[config.mk]
export PLATFORM = sky130hd
export DESIGN_NAME = elevator_car_controller_flat
export DESIGN_NICKNAME = d
export VERILOG_FILES = /design/src/rtl/elevator_car_controller_if.sv /design/src/rtl/elevator_car_controller.sv /design/src/flat_wrapper.sv
export SDC_FILE = /design/constraint.sdc
export NUM_CORES = 1
export LEC_CHECK = 0
export CORE_MARGIN = 1.5
export CORE_UTILIZATION = 54
export DETAILED_ROUTE_END_ITERATION = 8
export PLACE_DENSITY = 0.78
export SETUP_SLACK_MARGIN = 0.5
export SLEW_MARGIN = 5
export SYNTH_ARGS = -nofsm -noshare
export SYNTH_HDL_FRONTEND = slang
export SYNTH_SLANG_ARGS = --single-unit
[constraint.sdc]
create_clock -name clk -period 2.6 [get_ports clk]
set_input_delay 0.52 -clock clk [delete_from_list [all_inputs] [get_ports clk]]
set_output_delay 0.52 -clock clk [all_outputs]
set_load 0.05 [all_outputs]
[src/rtl/elevator_car_controller_if.sv]
// Panel/sensor bundle between the three-floor car controller and its environment.
// The master side drives buttons and sensors; the slave (controller) drives the LEDs.
interface elevator_car_controller_if;
   logic st_floor_button;
   logic nd_floor_button;
   logic rd_floor_button;
   logic sos_button;
   logic weight_sensor;
   logic st_floor_led;
   logic nd_floor_led;
   logic rd_floor_led;
   logic st_floor_indicator;
   logic nd_floor_indicator;
   logic rd_floor_indicator;
   logic door_status_led;
   logic weight_led;
   logic sos_led;
   logic emergency_led;

   modport master (
      output st_floor_button, nd_floor_button, rd_floor_button, sos_button, weight_sensor,
      input  st_floor_led, nd_floor_led, rd_floor_led,
      input  st_floor_indicator, nd_floor_indicator, rd_floor_indicator,
      input  door_status_led, weight_led, sos_led, emergency_led
   );

   modport slave (
      input  st_floor_button, nd_floor_button, rd_floor_button, sos_button, weight_sensor,
      output st_floor_led, nd_floor_led, rd_floor_led,
      output st_floor_indicator, nd_floor_indicator, rd_floor_indicator,
      output door_status_led, weight_led, sos_led, emergency_led
   );
endinterface

[src/rtl/elevator_car_controller.sv]
// Three-floor elevator car sequencer: latches calls, moves the car floor by floor,
// runs the door timer and freezes everything while an SOS emergency is active.
module elevator_car_controller #(
   parameter int TRAVEL_TICKS = 4,
   parameter int DOOR_TICKS   = 3
) (
   input logic                      clk,
   input logic                      rst_n,
   elevator_car_controller_if.slave io_panel
);
   localparam int MW = $clog2(TRAVEL_TICKS);
   localparam int DW = (DOOR_TICKS > 1) ? $clog2(DOOR_TICKS) : 1;

   typedef enum logic [2:0] {
      S_IDLE, S_MOVING_UP, S_MOVING_DOWN, S_DOOR_OPEN, S_EMERGENCY
   } state_t;

   state_t          r_state, w_state_nx, r_ret_state, w_ret_nx;
   logic [2:0]      r_floor, w_floor_nx;
   logic [2:0]      r_req, w_req_nx;
   logic [2:0]      w_btn, w_latch, w_clear, w_arr_floor;
   logic            r_dir_up, w_dir_nx;
   logic            r_door, w_door_nx;
   logic            r_weight, r_sos;
   logic [MW-1:0]   r_move_cnt, w_move_nx;
   logic [DW-1:0]   r_door_cnt, w_door_cnt_nx;
   logic            w_sos_edge, w_weight;
   logic            w_here_req, w_here_btn, w_above, w_below;
   logic            w_move_done, w_door_done, w_go_up;

   // Floors are one-hot: bit0 = floor 1, bit2 = floor 3.
   function automatic logic req_above(input logic [2:0] f, input logic [2:0] r);
      return (f[0] & (r[1] | r[2])) | (f[1] & r[2]);
   endfunction

   function automatic logic req_below(input logic [2:0] f, input logic [2:0] r);
      return (f[2] & (r[1] | r[0])) | (f[1] & r[0]);
   endfunction

   assign w_btn       = {io_panel.rd_floor_button, io_panel.nd_floor_button, io_panel.st_floor_button};
   assign w_weight    = io_panel.weight_sensor;
   assign w_sos_edge  = io_panel.sos_button & ~r_sos;
   assign w_here_req  = |(r_req & r_floor);
   assign w_here_btn  = |(w_btn & r_floor);
   assign w_above     = req_above(r_floor, r_req);
   assign w_below     = req_below(r_floor, r_req);
   assign w_go_up     = r_dir_up ? w_above : ~w_below;
   assign w_move_done = (r_move_cnt == MW'(TRAVEL_TICKS - 1));
   assign w_door_done = (r_door_cnt == DW'(DOOR_TICKS - 1));

   always_comb begin
      w_state_nx    = r_state;
      w_ret_nx      = r_ret_state;
      w_floor_nx    = r_floor;
      w_dir_nx      = r_dir_up;
      w_door_nx     = r_door;
      w_move_nx     = r_move_cnt;
      w_door_cnt_nx = r_door_cnt;
      w_clear       = 3'b000;
      w_latch       = w_btn;
      if (r_state == S_IDLE || r_state == S_DOOR_OPEN)
         w_latch = w_btn & ~r_floor;
      // Saturating one-floor step in the current travel direction.
      if (r_state == S_MOVING_UP)
         w_arr_floor = {r_floor[1:0], 1'b0} | (r_floor & 3'b100);
      else
         w_arr_floor = {1'b0, r_floor[2:1]} | (r_floor & 3'b001);

      if (w_sos_edge) begin
         if (r_state == S_EMERGENCY) begin
            w_state_nx = r_ret_state;
         end else begin
            w_ret_nx   = r_state;
            w_state_nx = S_EMERGENCY;
         end
      end else begin
         case (r_state)
            S_IDLE: begin
               if (!w_weight) begin
                  if (w_here_req || w_here_btn) begin
                     w_state_nx    = S_DOOR_OPEN;
                     w_clear       = r_floor;
                     w_door_nx     = 1'b1;
                     w_door_cnt_nx = '0;
                  end else if (w_above || w_below) begin
                     w_dir_nx   = w_go_up;
                     w_state_nx = w_go_up ? S_MOVING_UP : S_MOVING_DOWN;
                     w_move_nx  = '0;
                  end
               end
            end
            S_MOVING_UP, S_MOVING_DOWN: begin
               if (w_move_done) begin
                  w_move_nx  = '0;
                  w_floor_nx = w_arr_floor;
                  if (w_arr_floor[0])      w_dir_nx = 1'b1;
                  else if (w_arr_floor[2]) w_dir_nx = 1'b0;
                  if (|(r_req & w_arr_floor)) begin
                     w_state_nx    = S_DOOR_OPEN;
                     w_clear       = w_arr_floor;
                     w_door_nx     = 1'b1;
                     w_door_cnt_nx = '0;
                  end else if (!((r_state == S_MOVING_UP) ? req_above(w_arr_floor, r_req)
                                                          : req_below(w_arr_floor, r_req))) begin
                     w_state_nx = S_IDLE;
                  end
               end else begin
                  w_move_nx = r_move_cnt + 1'b1;
               end
            end
            S_DOOR_OPEN: begin
               if (w_here_btn) begin
                  w_door_cnt_nx = '0;
               end else if (w_door_done) begin
                  // An overloaded car holds the door at expiry until the weight drops.
                  if (!w_weight) begin
                     w_state_nx = S_IDLE;
                     w_door_nx  = 1'b0;
                  end
               end else begin
                  w_door_cnt_nx = r_door_cnt + 1'b1;
               end
            end
            S_EMERGENCY: begin
               w_state_nx = S_EMERGENCY;
            end
            default: begin
               w_state_nx = S_IDLE;
            end
         endcase
      end
      w_req_nx = (r_req | w_latch) & ~w_clear;
   end

   always_ff @(posedge clk or negedge rst_n) begin
      if (!rst_n) begin
         r_state     <= S_IDLE;
         r_ret_state <= S_IDLE;
         r_floor     <= 3'b001;
         r_req       <= 3'b000;
         r_dir_up    <= 1'b1;
         r_door      <= 1'b0;
         r_weight    <= 1'b0;
         r_sos       <= 1'b0;
         r_move_cnt  <= '0;
         r_door_cnt  <= '0;
      end else begin
         r_state     <= w_state_nx;
         r_ret_state <= w_ret_nx;
         r_floor     <= w_floor_nx;
         r_req       <= w_req_nx;
         r_dir_up    <= w_dir_nx;
         r_door      <= w_door_nx;
         r_weight    <= w_weight;
         r_sos       <= io_panel.sos_button;
         r_move_cnt  <= w_move_nx;
         r_door_cnt  <= w_door_cnt_nx;
      end
   end

   assign io_panel.st_floor_led       = r_req[0];
   assign io_panel.nd_floor_led       = r_req[1];
   assign io_panel.rd_floor_led       = r_req[2];
   assign io_panel.st_floor_indicator = r_floor[0];
   assign io_panel.nd_floor_indicator = r_floor[1];
   assign io_panel.rd_floor_indicator = r_floor[2];
   assign io_panel.door_status_led    = r_door;
   assign io_panel.weight_led         = r_weight;
   assign io_panel.sos_led            = r_sos;
   assign io_panel.emergency_led      = (r_state == S_EMERGENCY);
endmodule

[src/flat_wrapper.sv]
// flat-port wrapper written by rule: the top's interface ports become plain ports
module elevator_car_controller_flat 
#(
   parameter int TRAVEL_TICKS = 4,
   parameter int DOOR_TICKS   = 3
)
  (clk, rst_n, io_panel_st_floor_button, io_panel_nd_floor_button, io_panel_rd_floor_button, io_panel_sos_button, io_panel_weight_sensor, io_panel_st_floor_led, io_panel_nd_floor_led, io_panel_rd_floor_led, io_panel_st_floor_indicator, io_panel_nd_floor_indicator, io_panel_rd_floor_indicator, io_panel_door_status_led, io_panel_weight_led, io_panel_sos_led, io_panel_emergency_led);
  elevator_car_controller_if io_panel_i ();
  input logic clk;
  input logic rst_n;
  input wire logic [$bits(io_panel_i.st_floor_button)-1:0] io_panel_st_floor_button;
  input wire logic [$bits(io_panel_i.nd_floor_button)-1:0] io_panel_nd_floor_button;
  input wire logic [$bits(io_panel_i.rd_floor_button)-1:0] io_panel_rd_floor_button;
  input wire logic [$bits(io_panel_i.sos_button)-1:0] io_panel_sos_button;
  input wire logic [$bits(io_panel_i.weight_sensor)-1:0] io_panel_weight_sensor;
  output wire logic [$bits(io_panel_i.st_floor_led)-1:0] io_panel_st_floor_led;
  output wire logic [$bits(io_panel_i.nd_floor_led)-1:0] io_panel_nd_floor_led;
  output wire logic [$bits(io_panel_i.rd_floor_led)-1:0] io_panel_rd_floor_led;
  output wire logic [$bits(io_panel_i.st_floor_indicator)-1:0] io_panel_st_floor_indicator;
  output wire logic [$bits(io_panel_i.nd_floor_indicator)-1:0] io_panel_nd_floor_indicator;
  output wire logic [$bits(io_panel_i.rd_floor_indicator)-1:0] io_panel_rd_floor_indicator;
  output wire logic [$bits(io_panel_i.door_status_led)-1:0] io_panel_door_status_led;
  output wire logic [$bits(io_panel_i.weight_led)-1:0] io_panel_weight_led;
  output wire logic [$bits(io_panel_i.sos_led)-1:0] io_panel_sos_led;
  output wire logic [$bits(io_panel_i.emergency_led)-1:0] io_panel_emergency_led;
  assign io_panel_i.st_floor_button = io_panel_st_floor_button;
  assign io_panel_i.nd_floor_button = io_panel_nd_floor_button;
  assign io_panel_i.rd_floor_button = io_panel_rd_floor_button;
  assign io_panel_i.sos_button = io_panel_sos_button;
  assign io_panel_i.weight_sensor = io_panel_weight_sensor;
  assign io_panel_st_floor_led = io_panel_i.st_floor_led;
  assign io_panel_nd_floor_led = io_panel_i.nd_floor_led;
  assign io_panel_rd_floor_led = io_panel_i.rd_floor_led;
  assign io_panel_st_floor_indicator = io_panel_i.st_floor_indicator;
  assign io_panel_nd_floor_indicator = io_panel_i.nd_floor_indicator;
  assign io_panel_rd_floor_indicator = io_panel_i.rd_floor_indicator;
  assign io_panel_door_status_led = io_panel_i.door_status_led;
  assign io_panel_weight_led = io_panel_i.weight_led;
  assign io_panel_sos_led = io_panel_i.sos_led;
  assign io_panel_emergency_led = io_panel_i.emergency_led;
  elevator_car_controller #(.TRAVEL_TICKS(TRAVEL_TICKS), .DOOR_TICKS(DOOR_TICKS)) u_core (.clk(clk), .rst_n(rst_n), .io_panel(io_panel_i));
endmodule
; Word level (Yosys, flattened, before mapping)
; Cells that the tools add are included.
[word_totals]
regBits = 20
[op_classes]
addsub = 2
n_eq_ne = 24
mux = 50
n_bitwise = 29
reduce_logical = 17
[op_table]
columns = operator, n
row1 = 3-bit two-way mux, 18
row2 = 2-bit two-way mux, 11
row3 = 7-bit AND reduction, 3
row4 = 3-bit bitwise AND, 5
row5 = 1-bit two-way mux, 15
row6 = 2-bit inequality test (second input constant), 6
row7 = 3-bit by 2-bit inequality test with 1-bit output (second input constant), 4
row8 = 3-bit one-hot mux with 4 select lines, 1
row9 = 1-bit bitwise AND, 9
row10 = 3-bit by 1-bit inequality test with 1-bit output (second input constant), 3
row11 = 9-bit AND reduction, 1
row12 = 3-bit OR reduction, 3
row13 = 3-bit by 2-bit equality test with 1-bit output (second input constant), 2
row14 = 2-bit by 1-bit inequality test with 1-bit output (second input constant), 3
row15 = 3-bit NOT, 2
row16 = 1-bit OR, 6
row17 = 3-bit OR, 2
row18 = 2-bit one-hot mux with 3 select lines, 1
row19 = 3-bit one-hot mux with 2 select lines, 1
row20 = 5-bit AND reduction, 1
row21 = 2-bit by 1-bit adder with 2-bit output (second input constant), 2
row22 = 2-bit equality test (second input constant), 2
row23 = 4-bit by 2-bit inequality test with 1-bit output (second input constant), 1
row24 = 4-bit by 3-bit inequality test with 1-bit output (second input constant), 1
row25 = other kinds (14), 19

; Logic depth before layout (Yosys ltp)
[logic_depth]
depth_word = 11
depth_mapped = 7

; Worst setup path after synthesis
; Ideal clock, no wire load.
[synth_timing]
kind = reg2reg
start = reg u_core.r_floor[1]
end = reg u_core.r_state[0]
setup_ns = 0.121
t_arrival_ns = 2.146
required_ns = 2.479
path_slack_ns = 0.333
path_stages_with_launch = 7
path_buffers = 0
cell_sequence = dfrtp_1 a222oi_1 a31oi_1 o31a_1 a211oi_4 o31ai_1 a22o_1
[synth_via]
elab_chain_len = 10
elab_cells_between_ends = 34
[synth_rtl]
columns = item, line
row1 = "start, declared", elevator_car_controller.sv:19  ; logic [2:0] r_floor, w_floor_nx;
row2 = "start signal, assigned", elevator_car_controller.sv:150  ; r_floor <= w_floor_nx;
row3 = 1-bit bitwise AND, elevator_car_controller.sv:37  ; return (f[2] & (r[1] | r[0])) | (f[1] & r[0]);
row4 = 1-bit OR, elevator_car_controller.sv:37
row5 = 1-bit NOT, elevator_car_controller.sv:47  ; assign w_go_up = r_dir_up ? w_above : ~w_below;
row6 = 1-bit two-way mux, elevator_car_controller.sv:47
row7 = 2-bit two-way mux, elevator_car_controller.sv:87  ; w_state_nx = w_go_up ? S_MOVING_UP : S_MOVING_DOWN;
row8 = 3-bit two-way mux, elevator_car_controller.sv:85  ; end else if (w_above || w_below) begin
row9 = 3-bit two-way mux, elevator_car_controller.sv:80  ; if (w_here_req || w_here_btn) begin
row10 = 3-bit two-way mux, elevator_car_controller.sv:79  ; if (!w_weight) begin
row11 = 3-bit one-hot mux with 4 select lines, elevator_car_controller.sv:77  ; case (r_state)
row12 = 3-bit two-way mux, elevator_car_controller.sv:69  ; if (w_sos_edge) begin
row13 = "end signal, assigned", elevator_car_controller.sv:148  ; r_state <= w_state_nx;
row14 = "end, declared", elevator_car_controller.sv:18  ; state_t r_state, w_state_nx, r_ret_state, w_ret_nx;
; Several ways; a longest one is shown, not always the timed one. The select of a mux whose other input is x is not followed.
; A chain may end at the register's enable or synchronous reset.

; Worst setup path after layout
[layout_timing]
start = reg u_core.r_state[1]
end = reg u_core.r_state[1]
[layout_via]
elab_chain_len = 8
elab_cells_between_ends = 29
[layout_rtl]
columns = item, line
row1 = 3-bit by 1-bit equality test with 1-bit output, "elevator_car_controller.sv:64, elevator_car_controller.sv:77, elevator_car_controller.sv:103"
row2 = 3-bit two-way mux, elevator_car_controller.sv:64  ; if (r_state == S_MOVING_UP)
row3 = 3-bit bitwise AND, elevator_car_controller.sv:98  ; if (|(r_req & w_arr_floor)) begin
row4 = 3-bit OR reduction, elevator_car_controller.sv:98
row5 = 3-bit two-way mux, elevator_car_controller.sv:98
row6 = 3-bit two-way mux, elevator_car_controller.sv:93  ; if (w_move_done) begin
row7 = 3-bit one-hot mux with 4 select lines, elevator_car_controller.sv:77
row8 = 3-bit two-way mux, elevator_car_controller.sv:69
; Several ways; a longest one is shown, not always the timed one. The select of a mux whose other input is x is not followed.

==> flow_metrics.tcl <==
set metrics [dict create \
    crit_type "reg -> reg" \
    synth_edf_count 0 \
    yosys_warnings 0 \
    syn-num-nets 161 \
    cp-endpoint "u_core.r_state[1]" \
    diodes 0 \
    synthTopCellsByArea "dfrtp_1 34%, nand2_1 5.1%, nor2_1 4.8%, a21oi_1 4.6%, dfstp_2 4.0%" \
    yosysTopAreaCellShare 0.3419 \
    r2r_cells 7 \
    initial_core_util 0.5844 \
    switching_share 0.4393 \
    cts_buffers 3 \
    yosys.area.top_type "dfrtp_1" \
    synth.avg_cell_area_um2 8.668 \
    grt_pass1_vias 1262 \
    mostFrequentLayoutCells "25 x buf_4, 17 x nand2_1, 15 x nor2_1, 15 x dfrtp_1, 12 x a21oi_1" \
    cts_buffer_depth 2 \
    hold_class "reg -> reg" \
    cts_max_level 1 \
    overflow 0 \
    setup.worst_path.start_class "register" \
    ys_async_sr_fraction 1.000 \
    numPortBuffers 16 \
    finalWirelength_mm 3.752 \
    peakVddDrop_uv 619.2 \
    grt_max_degree 21 \
    register_area_um2 506.7 \
    critPathArrivalTime_ps 2360 \
    fmax_ghz 0.4648 \
    p_int_uw 755.5 \
    mostFrequentLayoutCell "buf_4" \
    seq_area_frac_synth 0.3818 \
    chipHeight_um 52.40 \
    finalPower_mw 1.347 \
    cts.sinks 20 \
    maxCapViolCount 0 \
    netlist_instances 152 \
    p_per_area_nw_per_um2 745.2 \
    hp-start "u_core.r_ret_state[2]" \
    vias_per_cell 6.243 \
    fin_setup_tns_ps 0 \
    synthesis.area_um2 1318 \
    p_sw_uw 591.9 \
    period_needed_ps 2152 \
    cts_tree "built" \
    rsz0062_at_grt "yes" \
    synth_seq_cells 20 \
    whs_path_depth 1 \
    first_iter_violations 80 \
    fin_area_um2 1808 \
    insertion_delay_ps 300 \
    grt_pass1_wl_mm 5.837 \
    nFillCells 164 \
    ys_types 49 \
    p_clk_frac 0.135 \
    io-pin-count 17 \
    cpPeakStageDelay_ps 480 \
    syn2layout_area_growth_pct 37.23 \
    place_area_um2 1543 \
    dr.pass1.iters 5 \
    cts.clk_slew.worst_paths_ps 120 \
    worst-slew-pin-transition_ps 503.5 \
    fin_skew_ps 5.232 \
    path_cells "buf_4 -> nor3_2 -> nand2_1 -> a211oi_1 -> a211oi_4 -> buf_4 -> a21o_1" \
    utilization 0.8019 \
    seqPwrFrac 0.327 \
    hold_viol 0 \
    hold_buffers 0 \
    drive_gt1_frac 0.3000 \
    combinationalPowerShare 0.539 \
    drt.antenna.violating_nets 0 \
    gp_congestion 0.8562 \
    root_buffer "clkbuf_4" \
    drc_errors 0 \
    grt_usage 0.2875 \
    die_w_um 52.40 \
    nets 200 \
    crit_start "u_core.r_state[1]" \
    reg2reg_to "u_core.r_state[1]" \
    p_leak_nw 0.7920 \
    slew-limit-headroom 0.6633 \
    antenna_found_initial 0 \
    rrSetupSlack_ps 450 \
    r2r-start "u_core.r_state[1]" \
    setup_viol 0 \
    via_count 1361 \
    final-max-slew-violation-count 0 \
    row_count 17 \
    dp_hpwl_mm 2.389 \
    die-area_um2 2745 \
    cpMaxStageDelayCell "a211oi_1" \
    outcome "finished clean" \
    crit_fanout 10 \
    worst_path_most_repeated_cell "buf_4" \
    multi_input_area_um2 860.8 \
    synth_ff_type "dfrtp_1" \
    period_share 0.8275 \
    drt-wirelength-per-cell_um 17.21 \
    coreArea_um2 2255 \
    cp-end-kind "register" \
    crit_required_ps 2800 \
]
how the worst min path moves through the flow:
| stage | endpoint | slack [ps] |
|---|---|---|
| after floorplan | u_core.io_panel.door_status_led | 220 |
| after global placement | u_core.r_door_cnt[0] | 460 |
| after detailed placement | u_core.r_ret_state[1] | 490 |
| after CTS | u_core.r_ret_state[1] | 520 |
| after global routing | u_core.r_ret_state[2] | 540 |
| final | u_core.r_ret_state[2] | 510 |
synth_stat cells (all sizes together), types with 2 or more instances:
| cell | instances |
|---|---|
| dfrtp | 18 |
| nand2 | 18 |
| nor2 | 17 |
| a21oi | 14 |
| o21ai | 9 |
| clkbuf | 6 |
| inv | 5 |
| mux2 | 5 |
| nor3 | 5 |
| a22o | 4 |
| a31oi | 4 |
| nand3 | 4 |
| a211oi | 3 |
| a222oi | 2 |
| and3 | 2 |
| buf | 2 |
| dfstp | 2 |
| ha | 2 |
| mux2i | 2 |
| nand2b | 2 |
| nor4 | 2 |
| o31ai | 2 |
logic make-up (layout without fill, tap and decap cells):
kind of cell,after synthesis,after routing,share of synthesized area
muxes,7,7,0.05793
AOI/OAI and AO/OA,50,50,0.2754
adders and majority gates,2,2,0.01899
DFF,20,20,0.3818
xor gates and xnor gates,2,2,0.01330
buffers and inverters,13,51,0.03798
and+or+nand+nor,58,58,0.2146
per-stage QoR:
step                hold slack, ps  worst slack, ps  instances
finish                       513.5            448.4        218
global route                 537.3            336.6        218
CTS                          517.0            436.7        203
detailed placement           487.2           -26.64        196
global placement             463.6            74.82        196
floorplan                    224.4            464.0        152
worst max-delay path: cells and delay by family (launching register included):
family                 cells  cell delay, ps
AOI/OAI and AO/OA          3             720
buffers and inverters      2             370
DFF                        1             430
and+or+nand+nor            2             540
layer usage:
layer | global-route usage | part of all wire
met1 | 0.3700 | 0.44
met2 | 0.4938 | 0.49
met3 | 0.03429 | 0.046
met4 | 0.1026 | 0.018
met5 | 0 | 0
final cells by class:
class | count | share of cell area
multi-input cells | 119 | 0.4761
flip-flops and latches | 20 | 0.2803
repair buffers | 42 | 0.1938
clock buffers | 4 | 0.02007
well taps | 28 | 0.01938
inverters | 5 | 0.01038
sequential cells by signal, indices dropped and copies added (netlist names):
signal                           flops
u_core.r_req                         3
u_core.r_ret_state                   3
u_core.r_floor                       3
u_core.io_panel.door_status_led      1
u_core.r_door_cnt                    2
u_core.r_dir_up                      1
u_core.io_panel.sos_led              1
u_core.io_panel.weight_led           1
u_core.r_move_cnt                    2
u_core.r_state                       3
power by group through the flow:
stage	registers, mW	clock network [mW]	logic, mW
CTS	0.437	0.188	0.624
finish	0.440	0.182	0.726
floorplan	0.460	0	0.391
global route	0.447	0.199	0.781
detailed placement	0.442	0	0.592
global placement	0.437	0	0.572
repair_timing:
action | CTS | global route
resized for setup | 12 | 17
buffers inserted | 3 | 15
endpoints found under the setup margin | 15 | 12
pin swaps | 5 | 9
(Power assumes the default switching activity.)
